`src/rtl/serial_pkg.sv`:
```
// rtl/serial_pkg.sv - shared state encodings and limits for the serial word link
package serial_pkg;

  localparam int ST_W      = 2;
  localparam int MAX_WIDTH = 32;

  localparam logic [ST_W-1:0] ST_IDLE = 2'b00;
  localparam logic [ST_W-1:0] ST_SEND = 2'b01;
  localparam logic [ST_W-1:0] ST_DONE = 2'b10;

endpackage

```
`src/rtl/serial_word_tx.sv`:
```
// rtl/serial_word_tx.sv - parallel-in, MSB-first serial-out word transmitter
// Optional even-parity trailer bit: SERIAL_WORD_TX_PARITY_EN
module serial_word_tx
  import serial_pkg::*;
#(
  parameter int WIDTH = 8
) (
  input  logic             clk,
  input  logic             reset,
  input  logic             in_valid,
  input  logic [WIDTH-1:0] in_data,
  output logic             in_ready,
  input  logic             tx_ready,
  output logic             tx_valid,
  output logic             tx_bit,
  output logic             tx_last,
  output logic             done
);

`ifdef SERIAL_WORD_TX_PARITY_EN
  localparam int SW = WIDTH + 1;
`else
  localparam int SW = WIDTH;
`endif
  localparam int CW = $clog2(WIDTH + 1);
  localparam logic [CW-1:0] CNT_LOAD = CW'(SW - 1);

  logic [ST_W-1:0] state_q, state_d;
  logic [SW-1:0]   shift_q, shift_d;
  logic [CW-1:0]   cnt_q, cnt_d;
  logic            in_ready_q, in_ready_d;
  logic            tx_valid_q, tx_valid_d;
  logic            tx_bit_q, tx_bit_d;
  logic            tx_last_q, tx_last_d;
  logic            done_q, done_d;
  logic [SW-1:0]   load_val;

`ifdef SERIAL_WORD_TX_PARITY_EN
  assign load_val = {in_data, ^in_data};
`else
  assign load_val = in_data;
`endif

  always_comb begin
    state_d = state_q;
    shift_d = shift_q;
    cnt_d   = cnt_q;
    done_d  = 1'b0;
    case (state_q)
      ST_IDLE: begin
        if (in_valid && in_ready_q) begin
          state_d = ST_SEND;
          shift_d = load_val;
          cnt_d   = CNT_LOAD;
        end
      end
      ST_SEND: begin
        if (tx_valid_q && tx_ready) begin
          shift_d = shift_q << 1;
          if (cnt_q == '0) begin
            state_d = ST_DONE;
            done_d  = 1'b1;
          end else begin
            cnt_d = cnt_q - 1'b1;
          end
        end
      end
      ST_DONE: state_d = ST_IDLE;
      default: begin
        // Illegal code recovers to IDLE with every output at its reset value.
        state_d = ST_IDLE;
        shift_d = '0;
        cnt_d   = '0;
      end
    endcase
    in_ready_d = (state_d == ST_IDLE) && ((state_q == ST_IDLE) || (state_q == ST_DONE));
    tx_valid_d = (state_d == ST_SEND);
    tx_bit_d   = tx_valid_d && shift_d[SW-1];
    tx_last_d  = tx_valid_d && (cnt_d == '0);
  end

  always_ff @(posedge clk or posedge reset) begin
    if (reset) begin
      state_q    <= ST_IDLE;
      shift_q    <= '0;
      cnt_q      <= '0;
      in_ready_q <= 1'b0;
      tx_valid_q <= 1'b0;
      tx_bit_q   <= 1'b0;
      tx_last_q  <= 1'b0;
      done_q     <= 1'b0;
    end else begin
      state_q    <= state_d;
      shift_q    <= shift_d;
      cnt_q      <= cnt_d;
      in_ready_q <= in_ready_d;
      tx_valid_q <= tx_valid_d;
      tx_bit_q   <= tx_bit_d;
      tx_last_q  <= tx_last_d;
      done_q     <= done_d;
    end
  end

  assign in_ready = in_ready_q;
  assign tx_valid = tx_valid_q;
  assign tx_bit   = tx_bit_q;
  assign tx_last  = tx_last_q;
  assign done     = done_q;

endmodule

```
`config.mk`:
```
export PLATFORM = sky130hd
export DESIGN_NAME = serial_word_tx
export DESIGN_NICKNAME = d
export VERILOG_FILES = /design/src/rtl/serial_pkg.sv /design/src/rtl/serial_word_tx.sv
export SDC_FILE = /design/constraint.sdc
export NUM_CORES = 1
export LEC_CHECK = 0
export ABC_AREA = 1
export CORE_MARGIN = 4
export CORE_UTILIZATION = 45
export CTS_BUF_LIST = sky130_fd_sc_hd__clkbuf_4 sky130_fd_sc_hd__clkbuf_8
export CTS_CLUSTER_SIZE = 16
export DETAILED_ROUTE_END_ITERATION = 12
export HOLD_SLACK_MARGIN = 0.03
export MAX_ROUTING_LAYER = met4
export PLACE_DENSITY = 0.77
export SLEW_MARGIN = 20
export SYNTH_ARGS = -nofsm -noshare
export SYNTH_HDL_FRONTEND = slang
export SYNTH_SLANG_ARGS = --single-unit
```
`constraint.sdc`:
```
create_clock -name clk -period 1.8 [get_ports clk]
set_input_delay 0.45 -clock clk [delete_from_list [all_inputs] [get_ports clk]]
set_output_delay 0.45 -clock clk [all_outputs]
set_load 0.02 [all_outputs]
```
==> results of run 1 <==
stage by stage:
stage               cell area [sq um]  total power [mW]  utilization [%]  setup TNS, ps
floorplan                         942              1.35                -              0
global placement                 1170              1.59             59.0              0
detailed placement               1170              1.63             59.0          -21.6
CTS                              1200              1.86             60.5              0
global route                     1200              2.02             60.7              0
finish                           1200              1.84             60.7              0
synth_stat cells:
master	instances
a22oi_1	6
inv_1	12
buf_6	1
nor2_4	1
nand3_1	8
ha_1	1
dfrtp_1	19
inv_2	3
inv_4	1
o21ai_2	1
nor2_1	12
nand3_2	1
nor2_2	2
nand2_4	1
nor3_4	1
a21oi_1	2
nand4_1	2
o21ai_0	3
nand2_1	36
o211ai_1	1
per-layer routing:
metal  vias to the layer above  global-route usage, %  wire (um)
met2                        19                   27.4        945
met4                         0                   8.94         40
met3                         4                   2.77         79
li1                        412                      -          -
met1                       380                   19.3        897
met5                         -                      -          0
worst max-delay path by stage:
stage | start | end
floorplan | in_ready$_DFF_PP0_ | tx_last$_DFF_PP0_
global placement | tx_ready | tx_last$_DFF_PP0_
detailed placement | tx_ready | tx_last$_DFF_PP0_
CTS | tx_valid$_DFF_PP0_ | tx_valid
global route | in_ready$_DFF_PP0_ | in_ready
finish | in_ready$_DFF_PP0_ | in_ready
sequential cells by signal, indices dropped and copies added (netlist names):
signal,cells
tx_last,1
shift_q,8
cnt_q,4
done,1
tx_bit,1
tx_valid,1
in_ready,1
state_q,2
cell type report:
cell class                 count  area, sq um
clock buffer                   4         30.0
fill                         178          779
inverter                      16         62.6
multi-input combinational     78          393
sequential                    19          475
tap                           27         33.8
timing repair buffer          22          208
layout by cell type, fill, tap and decap left out, types with 2 or more instances in the layout:
master,netlist,routed
nand4_1,2,2
o21ai_0,3,3
nor2_2,2,2
nor2_1,12,12
clkdlybuf4s50_1,0,15
inv_1,12,12
nand3_1,8,8
nand2_1,36,36
a21oi_1,2,2
buf_4,0,6
dfrtp_1,19,19
clkbuf_4,0,4
a22oi_1,6,6
inv_2,3,3
power by group:
group	total, mW	switching, mW	internal [mW]
Sequential	0.719	0.132	0.586
Clock	0.227	0.126	0.101
Combinational	0.897	0.547	0.350
Total	1.84	0.806	1.04
what timing repair did:
item	4_1_cts	5_1_grt
buffers inserted	0	0
hold endpoints to repair	0	0
setup endpoints to repair	0	1
resized for setup	0	1
cell families (layout without fill, tap and decap cells):
| kind of cell | Yosys count | after routing | synth area share [%] |
|---|---|---|---|
| compound gates | 13 | 13 | 9.16 |
| fa+ha+maj | 1 | 1 | 1.33 |
| buf+inv | 17 | 42 | 7.84 |
| flops | 19 | 19 | 50.5 |
| simple gates | 64 | 64 | 31.2 |
==> key figures, run 1 <==
Place
  • Buffers on Ports: 16
  • Placed cell count: 162
  • Placer Congestion: 0.897
  • Dpl ws: -21.6 ps
  • Post-DP HPWL: 1550 um

Drt
  • Residual DRC: 0
  • Initial drt markers: 12
  • Vias per cell: 4.91
  • Routed Antenna Nets: 0
  • Pre-antenna DRT Iters: 4
  • Routed wire per std cell: 11.8 um
  • WL final: 1960 um
  • Via count: 815

Worst setup path
  • WP buf/inv: 1
  • FF-to-FF setup slack: 360 ps
  • CP arrival: 1240 ps
  • Crit path depth: 1
  • CP Launch Type: flop
  • CP required: 1350 ps
  • Worst Setup End Kind: primary output
  • Reg-to-reg endpoint: tx_last$_DFF_PP0_
  • Crit-path cells: clkdlybuf4s50_1
  • Top cell family by delay on the critical path: buffers and inverters
  • Largest stage delay, worst path: 600 ps
  • FF-to-FF Start: cnt_q[0]$_DFF_PP0_
  • Max FO, Critical Path: 2
  • Worst reg2reg path depth: 8
  • WS Path Type: reg2out
  • Slowest cell on crit path: clkdlybuf4s50_1

Global route
  • Largest net degree at the start of global routing: 20
  • Total track usage: 16.7%
  • First-pass GRT wire length: 3390 um
  • Number of global-route vias before repair: 835
  • Antenna violations before repair: 0
  • Gr ovfl total: 0

Clock tree
  • CTS buffer count: 3
  • CTS Sinks: 19
  • Worst-path clk slew: 110 ps
  • CTS Hold Bufs: 0
  • Clock tree from TritonCTS: done
  • Maximum clock path buffer count: 2
  • Clk_lat worst skew: 290 ps
  • Clock root cell: clkbuf_4
  • CTS H-tree lvls: 1

Yosys
  • Yosys warning count: 0
  • Top cell type's share of synthesized area: 50.5%
  • Syn Inst Count: 114
  • Post-Syn Area: 942 sq um
  • Post-synthesis cell type count: 20
  • Area leader, netlist: dfrtp_1
  • Post-synthesis register bit count: 19
  • Sequential cell area fraction in the yosys report: 50.5%
  • Syn Area/Cell: 8.26 sq um
  • Synth Net Count: 127
  • Top cells by area, synth: dfrtp_1 50%, nand2_1 14%, a22oi_1 4.8%

Floorplanning
  • Initial Utilization: 47.5%
  • Core Area: 1980 sq um
  • DIE AREA: 2890 sq um
  • Chip Width: 53.8 um
  • IO Count: 17
  • Die Ht: 53.8 um
  • Row count: 16

Status
  • Status: completed

Worst hold path
  • Worst Hold Class: in2async

Layout
  • Area Growth Syn to Fin: 27.6%
  • Non-Filler Instances: 166
  • Ant diodes: 0
  • Layout cells sized above 1: 15.1%
  • Final net count: 153

Power and ir drop
  • PwrDens: 1530 nW/um^2
  • Leakage: 0.633 nW
  • VDD IR max: 0.000733 V

Timing
  • Slew at the pin with the worst max-slew slack: 306 ps
  • Hold Vio Cnt, Final: 0
  • Fin crit period: 1690 ps
  • Max Slew Vio Count: 0
  • Period Utilization, post-route: 93.7%
  • Worst setup margin: 113 ps
  • Max Clock Skew: 1.34 ps
  • Max Freq: 0.593 GHz
  • RSZ-0062 raised after global routing: false
  • Final setup viols: 0
  • WHS: 463 ps
  • Slew Limit Headroom: 79.6%

Run
  • Maxcap violations: 0
No activity file was read; power rests on OpenSTA's default activity.
==> run 2: changes to the inputs <==
--- a/config.mk
+++ b/config.mk
@@ -13,7 +13,7 @@
 export DETAILED_ROUTE_END_ITERATION = 12
 export HOLD_SLACK_MARGIN = 0.03
 export MAX_ROUTING_LAYER = met4
-export PLACE_DENSITY = 0.77
+export PLACE_DENSITY = 0.8
 export SLEW_MARGIN = 20
 export SYNTH_ARGS = -nofsm -noshare
 export SYNTH_HDL_FRONTEND = slang
==> constraint.sdc (replaced) <==
create_clock -name clk -period 1.4 [get_ports clk]
set_input_delay 0.35 -clock clk [delete_from_list [all_inputs] [get_ports clk]]
set_output_delay 0.35 -clock clk [all_outputs]
set_load 0.02 [all_outputs]
==> run 2 against run 1 <==
Effect of this change:
- sequential share of layout area fell by 4.2 points
- total power rose by 53%
- clock skew rose by 1.4 ps
- non-clock buffer count rose by 11
- flip-flop and latch count did not move
- highest routed layer unchanged
- critical endpoint unchanged
==> key figures, run 2 (synthesis results as in run 1) <==
Status
  • Status: completed

Worst setup path
  • Top cell family by delay on the critical path: flip-flops
  • Largest stage delay, worst path: 400 ps
  • Slowest cell on crit path: dfrtp_1
  • Max FO, Critical Path: 2
  • WS Path Type: reg2out
  • CP Launch Type: flop
  • FF-to-FF setup slack: 60 ps
  • FF-to-FF Start: tx_valid$_DFF_PP0_
  • Reg-to-reg endpoint: tx_last$_DFF_PP0_
  • CP arrival: 1020 ps
  • Crit-path cells: dlygate4sd2_1
  • WP buf/inv: 1
  • Worst Setup End Kind: primary output
  • Worst reg2reg path depth: 8
  • CP required: 1050 ps

Timing
  • Period Utilization, post-route: 97.7%
  • Worst setup margin: 32.0 ps
  • Hold Vio Cnt, Final: 0
  • Fin crit period: 1370 ps
  • Slew at the pin with the worst max-slew slack: 245 ps
  • Post-route setup TNS: 0 ps
  • Final setup viols: 0
  • Slew Limit Headroom: 83.6%
  • RSZ-0062 raised after global routing: true
  • Max Freq: 0.731 GHz
  • Max Clock Skew: 2.77 ps
  • Max Slew Vio Count: 0
  • WHS: 359 ps

Place
  • Buffers on Ports: 16
  • Post-DP HPWL: 1710 um
  • DP Area: 1200 sq um
  • Placer Congestion: 0.965
  • Placed cell count: 166
  • Dpl ws: -388 ps

Global route
  • Number of global-route vias before repair: 891
  • Largest net degree at the start of global routing: 20
  • Total track usage: 18.7%
  • Gr ovfl total: 0
  • First-pass GRT wire length: 3790 um
  • Antenna violations before repair: 0

Floorplanning
  • Chip Width: 53.8 um
  • Initial Utilization: 47.5%
  • Core Area: 1980 sq um
  • DIE AREA: 2890 sq um
  • Row count: 16
  • IO Count: 17
  • Die Ht: 53.8 um

Drt
  • Pre-antenna DRT Iters: 4
  • Routed wire per std cell: 12.9 um
  • Vias per cell: 5.12
  • Routed Antenna Nets: 0
  • Initial drt markers: 17
  • Via count: 907
  • WL final: 2290 um
  • Residual DRC: 0

Clock tree
  • CTS buffer count: 3
  • Maximum clock path buffer count: 2
  • Clk_lat worst skew: 300 ps
  • CTS Sinks: 19
  • CTS Hold Bufs: 0
  • Worst-path clk slew: 100 ps
  • CTS H-tree lvls: 1
  • Clock root cell: clkbuf_4
  • Clock tree from TritonCTS: done

Layout
  • Final Instance Area: 1350 sq um
  • Number of flip-flops in the largest register: 8
  • Most frequent cells in the layout: 31 x nand2_1, 17 x dfrtp_1, 15 x buf_4
  • Largest Register: shift_q
  • Ant diodes: 0
  • Final net count: 164
  • Area Growth Syn to Fin: 43.4%
  • Non-Filler Instances: 177
  • Most common cell after layout, fill and taps aside: nand2_1
  • Final core occ: 68.2%
  • Largest regs: shift_q (8), cnt_q (4), state_q (2)
  • Layout cells sized above 1: 32.7%
  • Fill cells: 146

Power and ir drop
  • PwrDens: 2090 nW/um^2
  • VDD IR max: 0.00130 V
  • Leakage: 0.707 nW
  • Pwr Total: 2.82 mW

Worst hold path
  • Worst Hold Class: in2async

Run
  • Maxcap violations: 0
-- run 2: cell types whose count changed in the layout (fill, tap and decap cells not counted), moves of 3 or more --
cell and change:
nor2_1 -3, nand2_2 +4, inv_1 -3, inv_2 +3
buf_4 +9, dlygate4sd2_1 +5, clkdlybuf4s50_1 -6, nand2_1 -5
-- run 2: report_power, final --
| part | total (mW) | internal, mW | switching, mW |
|---|---|---|---|
| combinational | 1.61 | 0.694 | 0.917 |
| sequential | 0.917 | 0.758 | 0.158 |
| clock | 0.297 | 0.131 | 0.167 |
-- run 2: area by class of cell --
type / count / area [sq um] / share of cell area [%]
clock buffers: 4 / 30.0 / 2.22
flip-flops and latches: 19 / 478 / 35.4
inverters: 16 / 62.6 / 4.63
multi-input cells: 78 / 460 / 34.1
well taps: 27 / 33.8 / 2.50
repair buffers: 33 / 287 / 21.2
-- run 2: routing by layer --
metal	vias to the layer above	GRT usage, %	part of all wire, %	routed length (um)
li1	438	-	-	-
met1	442	22.3	44	1010
met2	20	31.5	50	1150
met3	7	3.32	3.7	84
met4	0	6.38	1.8	42
met5	-	-	0	0
-- run 2: worst reg2reg max path, cell delays in order (launching register included) --
cell     delay [ps]
dfrtp_1         430
nand2_2         120
inv_2           150
nand3_4         110
nand2_4         110
nor2_1           60
nor2_2          130
nand2_1          80
nor2_2          110
-- run 2: repair_timing --
action                                 in CTS  in global routing
buffers inserted                            3                  4
endpoints found under the hold margin       0                  0
setup endpoints to repair                   9                 10
resized for setup                          13                 21
pin swaps                                   3                 11
-- run 2: worst max path at each step --
stage	cells past startpoint	slack, ps	to	startpoint
global route	8	-80	tx_last$_DFF_PP0_	tx_valid$_DFF_PP0_
global placement	9	-350	tx_last$_DFF_PP0_	tx_ready
finish	1	30	in_ready	in_ready$_DFF_PP0_
floorplan	8	80	tx_last$_DFF_PP0_	in_ready$_DFF_PP0_
detailed placement	9	-390	tx_last$_DFF_PP0_	tx_ready
CTS	10	4	tx_last$_DFF_PP0_	in_valid
